--- config.mk ---
export PLATFORM = sky130hd
export DESIGN_NAME = ov5640_dvp_tx
export DESIGN_NICKNAME = d
export VERILOG_FILES = /design/src/rtl/ov5640_pkg.sv /design/src/rtl/ov5640_timing_gen.sv /design/src/rtl/ov5640_dvp_tx.sv
export SDC_FILE = /design/constraint.sdc
export NUM_CORES = 1
export LEC_CHECK = 0
export CORE_ASPECT_RATIO = 0.7
export CORE_MARGIN = 4
export CORE_UTILIZATION = 35
export DETAILED_ROUTE_END_ITERATION = 8
export PLACE_DENSITY_LB_ADDON = 0.1
export SYNTH_ARGS = -nofsm -noshare
export SYNTH_HDL_FRONTEND = slang
export SYNTH_SLANG_ARGS = --single-unit
--- constraint.sdc ---
create_clock -name sys_clk -period 4 [get_ports sys_clk]
set_input_delay 0.8 -clock sys_clk [delete_from_list [all_inputs] [get_ports sys_clk]]
set_output_delay 0.8 -clock sys_clk [all_outputs]
set_load 0.03 [all_outputs]
--- src/rtl/ov5640_pkg.sv ---
// Shared definitions for the OV5640 DVP emulator and the ov5640_data capture path:
// frame state encoding and default 640x480 timing.
package ov5640_pkg;

    typedef enum logic [2:0] {
        IDLE,
        VSYNC,
        VBACK,
        ACTIVE,
        VFRONT
    } state_e;

    localparam int DEF_H_VALID = 640;
    localparam int DEF_H_TOTAL = 784;
    localparam int DEF_V_SYNC  = 4;
    localparam int DEF_V_BACK  = 18;
    localparam int DEF_V_VALID = 480;
    localparam int DEF_V_FRONT = 8;
    localparam int DEF_V_TOTAL = DEF_V_SYNC + DEF_V_BACK + DEF_V_VALID + DEF_V_FRONT;

endpackage

--- src/rtl/ov5640_timing_gen.sv ---
// Frame/line counters and frame state machine for the DVP emulator; one count per byte cycle.
// Produces the registered vsync/href/sof flags plus the combinational href window and byte phase.
module ov5640_timing_gen
    import ov5640_pkg::*;
#(
    parameter int H_VALID = DEF_H_VALID,
    parameter int H_TOTAL = DEF_H_TOTAL,
    parameter int V_SYNC  = DEF_V_SYNC,
    parameter int V_BACK  = DEF_V_BACK,
    parameter int V_VALID = DEF_V_VALID,
    parameter int V_FRONT = DEF_V_FRONT
) (
    input  logic sys_clk_i,
    input  logic sys_rst_i,
    input  logic enable_i,
    output logic win_o,
    output logic even_o,
    output logic sof_o,
    output logic vsync_o,
    output logic href_o
);

    localparam int V_TOTAL = V_SYNC + V_BACK + V_VALID + V_FRONT;
    localparam int HW = $clog2(2 * H_TOTAL);
    localparam int VW = $clog2(V_TOTAL);

    localparam logic [HW-1:0] H_LAST      = HW'(2 * H_TOTAL - 1);
    localparam logic [HW-1:0] H_HREF_LAST = HW'(2 * H_VALID - 1);
    localparam logic [VW-1:0] V_LAST      = VW'(V_TOTAL - 1);
    localparam logic [VW-1:0] V_BACK_0    = VW'(V_SYNC);
    localparam logic [VW-1:0] V_ACTIVE_0  = VW'(V_SYNC + V_BACK);
    localparam logic [VW-1:0] V_FRONT_0   = VW'(V_SYNC + V_BACK + V_VALID);

    state_e        state_q;
    logic [HW-1:0] cnt_h_q, cnt_h_d;
    logic [VW-1:0] cnt_v_q, cnt_v_d;
    logic          line_end, frame_end, win;
    logic          sof_q, vsync_q, href_q;

    always_comb begin
        line_end  = (cnt_h_q == H_LAST);
        frame_end = line_end && (cnt_v_q == V_LAST);
        cnt_h_d   = line_end ? '0 : cnt_h_q + 1'b1;
        cnt_v_d   = line_end ? cnt_v_q + 1'b1 : cnt_v_q;
        win       = (state_q == ACTIVE) && (cnt_h_q <= H_HREF_LAST);
    end

    always_ff @(posedge sys_clk_i) begin
        if (sys_rst_i) begin
            state_q <= IDLE;
            cnt_h_q <= '0;
            cnt_v_q <= '0;
            sof_q   <= 1'b0;
            vsync_q <= 1'b0;
            href_q  <= 1'b0;
        end else begin
            // Flags are registered from the current count, so they trail it by one cycle.
            sof_q   <= (state_q == VSYNC) && (cnt_v_q == '0) && (cnt_h_q == '0);
            vsync_q <= (state_q == VSYNC);
            href_q  <= win;
            case (state_q)
                IDLE: begin
                    if (enable_i) begin
                        state_q <= VSYNC;
                        cnt_h_q <= '0;
                        cnt_v_q <= '0;
                    end
                end
                default: begin
                    if (frame_end) begin
                        state_q <= enable_i ? VSYNC : IDLE;
                        cnt_h_q <= '0;
                        cnt_v_q <= '0;
                    end else begin
                        cnt_h_q <= cnt_h_d;
                        cnt_v_q <= cnt_v_d;
                        if (line_end) begin
                            if (cnt_v_d == V_BACK_0)        state_q <= VBACK;
                            else if (cnt_v_d == V_ACTIVE_0) state_q <= ACTIVE;
                            else if (cnt_v_d == V_FRONT_0)  state_q <= VFRONT;
                        end
                    end
                end
            endcase
        end
    end

    assign win_o   = win;
    assign even_o  = ~cnt_h_q[0];
    assign sof_o   = sof_q;
    assign vsync_o = vsync_q;
    assign href_o  = href_q;

endmodule

--- src/rtl/ov5640_dvp_tx.sv ---
// OV5640 DVP source emulator: serialises RGB565 pixels into high/low bytes under
// camera-style vsync/href timing, flagging any pixel the source failed to supply.
module ov5640_dvp_tx
    import ov5640_pkg::*;
#(
    parameter int H_VALID = DEF_H_VALID,
    parameter int H_TOTAL = DEF_H_TOTAL,
    parameter int V_SYNC  = DEF_V_SYNC,
    parameter int V_BACK  = DEF_V_BACK,
    parameter int V_VALID = DEF_V_VALID,
    parameter int V_FRONT = DEF_V_FRONT
) (
    input  logic        sys_clk,
    input  logic        sys_rst,
    input  logic        enable,
    input  logic [15:0] pix_data,
    input  logic        pix_valid,
    output logic        pix_ready,
    output logic        sof,
    output logic        dvp_vsync,
    output logic        dvp_href,
    output logic [7:0]  dvp_data,
    output logic        underrun
);

    logic       win, even;
    logic [7:0] data_q, lo_q;
    logic       underrun_q;

    ov5640_timing_gen #(
        .H_VALID (H_VALID),
        .H_TOTAL (H_TOTAL),
        .V_SYNC  (V_SYNC),
        .V_BACK  (V_BACK),
        .V_VALID (V_VALID),
        .V_FRONT (V_FRONT)
    ) u_timing (
        .sys_clk_i (sys_clk),
        .sys_rst_i (sys_rst),
        .enable_i  (enable),
        .win_o     (win),
        .even_o    (even),
        .sof_o     (sof),
        .vsync_o   (dvp_vsync),
        .href_o    (dvp_href)
    );

    assign pix_ready = win & even;

    always_ff @(posedge sys_clk) begin
        if (sys_rst) begin
            data_q     <= 8'h00;
            lo_q       <= 8'h00;
            underrun_q <= 1'b0;
        end else if (pix_ready) begin
            // A missing pixel still occupies its two byte slots, sent as zeros.
            if (pix_valid) begin
                data_q <= pix_data[15:8];
                lo_q   <= pix_data[7:0];
            end else begin
                data_q     <= 8'h00;
                lo_q       <= 8'h00;
                underrun_q <= 1'b1;
            end
        end else if (win) begin
            data_q <= lo_q;
        end else begin
            data_q <= 8'h00;
        end
    end

    assign dvp_data = data_q;
    assign underrun = underrun_q;

endmodule

==> results.cfg, run 1 <==
[timing]
slew_viol_final = 0
skew_ns = 0.00574
fmax_ghz = 0.293
grt_setup_unrepaired = false
setup_viol_count_final = 0
layout_setup_ws_ns = 0.585
fin_tns_setup_ns = 0
fin_crit_ns = 3.41
timing.final.crit_share_pct = 85.4
hold_viol = 0
worst_pin_slew_ns = 0.794
slew_headroom_pct = 46.8

[synthesis]
seq_area_frac_synth_pct = 37.7
netlist_area_um2 = 2280
ys_types = 49
synth_top_cell_area_share_pct = 37.7
synth_top_area_cell = dfxtp_1
yosys-top-cells-area = dfxtp_1, nor2_1, a21oi_1, nand3_1, nand2_1
syn_avg_cell_area_um2 = 7.98
synth-seq-cells = 43
yosysWarningCount = 0
synthCells = 286
synth_nets = 311

[worst_setup_path]
worstPathArrival_ns = 2.61
r2r-start = u_timing.cnt_h_q[5]
regToRegSetupSlack_ns = 1.39
end_kind = primary output
reg2reg_depth = 6
crit_start = u_timing.cnt_h_q[1]
worstSetupPathType = register to primary output
cp-start-kind = register
endpoint = pix_ready
r2r-end = u_timing.state_q[0]
path_max_fanout = 10
worstPathRequired_ns = 3.20

[pwr]
ir_drop_v = 0.000220
power_leakage_nw = 0.920
powerDensity_nw_per_um2 = 410

[finish]
multi_input_comb_area_um2 = 1270
n_fill_cell = 640
area_growth_pct = 18.0
regArea_um2 = 861
diodes = 0
drive_gt1_share_pct = 7.14
nNetsFinal = 332

[floorplan]
initial_core_util_pct = 36.4
rows = 24
coreArea_um2 = 6280
dieArea_um2 = 7900
die_h_um = 75.6
io_pins = 33
fp.dieW_um = 105

[detailed_routing]
drc = 0
drt_first_iter_violations = 144
viasPerCell = 5.40
vias = 2084
drtPass1Iterations = 5
wl_per_cell_um = 15.0
wl_um = 5810
drt.antenna.violating_nets = 0

[job]
drv_cap = 0

[clock_network]
clkLatencyLatePin_ns = 0.29
clockRootBuffer = clkbuf_8
cts_tree = done
cts_buffers = 5
path_clk_slew_ns = 0.08
postCtsHoldBufs = 0
cts_num_sinks = 43
cts_resized = 0
clockBufferDepth = 2
ctsHtreeMaxLevel = 2
post_cts_buffers = 0

[placement]
pre_cts_slack_ns = 0.548
finalWeightedCongestion = 0.879
dp_hpwl_um = 4340
port_buffers = 32

[global_route]
grt_pass1_vias = 1880
antenna_found_initial = 0
grt.total_usage_pct = 15.5
grt_pass1_wl_um = 9750
grt_start_max_net_pins = 19
overflow = 0

[run_status]
status = complete, no violations

[hold_path]
hold_class = register to register
## stage by stage
step / utilization [%] / power (mW) / hold slack, ns / cell area, um^2 / std cells
2_1_floorplan: - / 0.729 / 0.432 / 2280 / 286
3_3_place_gp: 41.5 / 0.847 / 0.444 / 2610 / 378
3_5_place_dp: 41.5 / 0.835 / 0.447 / 2610 / 378
4_1_cts: 42.9 / 1.11 / 0.461 / 2690 / 386
5_1_grt: 42.9 / 1.18 / 0.497 / 2690 / 386
6_report: 42.9 / 1.10 / 0.459 / 2690 / 386
## critical path, stage by stage, from the launching register on
cell            delay [ns]
dfxtp_1               0.38
ha_1                  0.25
and3_1                0.22
nand3_1               0.12
a311o_1               0.33
a21oi_1               0.21
nand2_1               0.26
inv_2                 0.22
dlymetal6s2s_1        0.32
## power by group
part | internal, mW | switching, mW | total (mW)
clock | 0.122 | 0.152 | 0.274
sequential | 0.446 | 0.0142 | 0.461
combinational | 0.135 | 0.235 | 0.370
## cells by family (layout without fill, tap and decap cells)
group | Yosys count | in the layout | synth area share [%]
compound gates | 65 | 65 | 18.4
xor+xnor | 5 | 5 | 1.92
fa+ha+maj | 5 | 5 | 2.74
buf+inv | 29 | 51 | 6.41
flops | 43 | 43 | 37.7
mux | 3 | 3 | 1.53
simple gates | 136 | 136 | 31.3
## flip-flops by register name, summed over array words and instances, names as in the netlist
signal	flops
u_timing.href_o	1
u_timing.state_q	3
lo_q	8
u_timing.cnt_h_q	11
underrun	1
u_timing.vsync_o	1
u_timing.sof_o	1
dvp_data	8
u_timing.cnt_v_q	9
## layout by cell type, fill, tap and decap left out, types with 8 or more instances in the layout
master and instances:
a22oi_1 10, nand2_1 25, nand3_1 19, dfxtp_1 43, o21ai_0 10, nand4_1 8
nor2_1 43, clkdlybuf4s50_1 31, a21oi_1 27
## worst min-delay path by stage
stage,startpoint,slack (ns),endpoint,depth (start not counted)
finish,lo_q[0],0.46,lo_q[0],2
global route,lo_q[2],0.50,lo_q[2],2
CTS,lo_q[0],0.46,lo_q[0],2
detailed placement,lo_q[0],0.45,lo_q[0],2
global placement,lo_q[0],0.44,lo_q[0],2
floorplan,lo_q[6],0.43,lo_q[6],2
## Yosys cell counts (all sizes together)
cell type   n
nand3b      1
o21ai      10
a21o        1
a31o        1
or3         3
nor2       44
and3        5
and4        2
a31oi       2
and4b       1
a211oi      1
nor3b       4
o21bai      1
ha          5
nor4b       1
or4         2
nand3      20
buf        10
a22oi      10
clkbuf     11
nand4       8
a41oi       3
a32o        1
a21oi      28
a311o       1
mux2        1
nand2      25
nor3        8
nor2b       1
mux2i       2
xnor2       5
nand2b      3
a311oi      6
nand4b      1
inv         8
dfxtp      43
nor4        7
## area by class of cell
cell class              count  area share, %
well taps                  78           3.62
inverters                   8           1.11
flip-flops and latches     43           32.0
clock buffers               6           2.69
clock inverters             2          0.464
multi-input cells         214           47.3
repair buffers             35           12.8
## per-layer routing
metal	up-vias	global-route usage (%)	part of all wire, %
li1	1071	-	-
met1	968	24.8	58
met2	39	20.0	37
met3	6	3.30	4.2
met4	0	5.01	1.1
met5	-	0	0
Power figures use the tool's default switching activity.
==> inputs of run 2 (changes only) <==
CELL_PAD_IN_SITES_DETAIL_PLACEMENT = 1   (was unset)
CELL_PAD_IN_SITES_GLOBAL_PLACEMENT = 1   (was unset)
SLEW_MARGIN = 20   (was unset)
==> results.cfg, run 2 (same netlist as run 1, synthesis figures left out) <==
[timing]
skew_ns = 0.00957
fin_crit_ns = 3.49
fin_tns_setup_ns = 0
slew_viol_final = 0
timing.final.crit_share_pct = 87.1
hold_viol = 0
grt_setup_unrepaired = false
fmax_ghz = 0.287
worst_pin_slew_ns = 0.950
setup_viol_count_final = 0
slew_headroom_pct = 36.4

[global_route]
grt_pass1_vias = 2107
antenna_found_initial = 0
grt_start_max_net_pins = 19
grt.total_usage_pct = 17.8
overflow = 0
grt_pass1_wl_um = 11000

[hold_path]
hold_class = register to register
hold_path_depth = 2

[finish]
area_growth_pct = 19.2
top_regs = u_timing.cnt_h_q x11, u_timing.cnt_v_q x9
nNetsFinal = 332
fin_util_pct = 43.4
diodes = 0
multi_input_comb_area_um2 = 1270
n_fill_cell = 753
regArea_um2 = 861
largest_register_ffs = 11
max_flop_register = u_timing.cnt_h_q
drive_gt1_share_pct = 7.47
mostFrequentLayoutCells = nor2_1, dfxtp_1, clkdlybuf4s50_1, a21oi_1, nand2_1
stdcell_area_um2 = 2720

[run_status]
status = complete, no violations

[detailed_routing]
drtPass1Iterations = 4
wl_per_cell_um = 17.5
vias = 2161
drt.antenna.violating_nets = 0
viasPerCell = 5.60
wl_um = 6750
drt_first_iter_violations = 112
drc = 0

[clock_network]
clockBufferDepth = 2
path_clk_slew_ns = 0.08
ctsHtreeMaxLevel = 2
cts_num_sinks = 43
clockRootBuffer = clkbuf_8
cts_resized = 0
cts_buffers = 5
post_cts_buffers = 0
postCtsHoldBufs = 0
cts_tree = done
clkLatencyLatePin_ns = 0.30

[worst_setup_path]
worstPathArrival_ns = 2.69
worstSetupPathType = register to primary output
path_max_fanout = 10
cp-start-kind = register
reg2reg_depth = 6
end_kind = primary output
worstPathRequired_ns = 3.20

[placement]
dp_hpwl_um = 5000
dpl-instance-area_um2 = 2610
port_buffers = 32
finalWeightedCongestion = 0.800

[job]
drv_cap = 0

[pwr]
clkPwrFrac_pct = 28.9
internal_power_mw = 0.768
seqPwrFrac_pct = 38.5
p_sw_share_pct = 35.8
power.net_switching_mw = 0.429
powerDensity_nw_per_um2 = 440
ir_drop_v = 0.000282
p_comb_share_pct = 32.6
power_leakage_nw = 0.937

[floorplan]
io_pins = 33
rows = 24
die_h_um = 75.6
dieArea_um2 = 7900
fp.dieW_um = 105
initial_core_util_pct = 36.4
coreArea_um2 = 6280
## run 2: changes by cell type in the layout (fill, tap and decap cells not counted)
cell        previous run  this run
clkinv_4               0         1
clkinvlp_4             1         0
clkbuf_1               1         0
bufinv_16              0         1
## run 2: area by class of cell
type	count	share of cell area, %
well taps	78	3.59
flip-flops and latches	43	31.6
repair buffers	35	12.7
clock inverters	3	1.61
multi-input cells	214	46.9
inverters	8	1.10
clock buffers	5	2.53
## run 2: metal layers
layer	vias up	share of wire, %	GRT usage (%)
li1	1067	-	-
met1	1042	55	27.5
met2	43	40	24.7
met3	9	4.3	3.64
met4	0	1.0	4.57
met5	-	0	0
## run 2: critical path, stage by stage, from the launching register on
cell and delay (ns):
dfxtp_1 0.39, ha_1 0.27, and3_1 0.23, nand3_1 0.14
a311o_1 0.34, a21oi_1 0.23, nand2_1 0.25, inv_2 0.21
dlymetal6s2s_1 0.32
## run 2: final timing paths
kind | start | endpoint | slack [ns]
setup / recovery | u_timing.cnt_h_q[1] | pix_ready | 0.51
hold / removal | lo_q[6] | lo_q[6] | 0.47
hold reg to reg | lo_q[6] | lo_q[6] | 0.47
setup reg to reg | u_timing.cnt_h_q[5] | u_timing.state_q[0] | 1.27
## run 2: power by group through the flow
| stage | clock network [mW] | registers, mW | logic (mW) |
|---|---|---|---|
| after CTS | 0.357 | 0.461 | 0.388 |
| after detailed placement | 0 | 0.472 | 0.385 |
| after floorplan | 0 | 0.478 | 0.251 |
| final | 0.345 | 0.461 | 0.390 |
| after global placement | 0 | 0.470 | 0.382 |
| after global routing | 0.373 | 0.466 | 0.437 |
## run 2: stage by stage
| step | instances | hold slack, ns | setup slack [ns] | power, mW |
|---|---|---|---|---|
| floorplan | 286 | 0.432 | 1.42 | 0.729 |
| global placement | 378 | 0.452 | 0.552 | 0.852 |
| detailed placement | 378 | 0.457 | 0.477 | 0.857 |
| CTS | 386 | 0.469 | 0.132 | 1.21 |
| global route | 386 | 0.502 | 0.286 | 1.28 |
| finish | 386 | 0.470 | 0.515 | 1.20 |
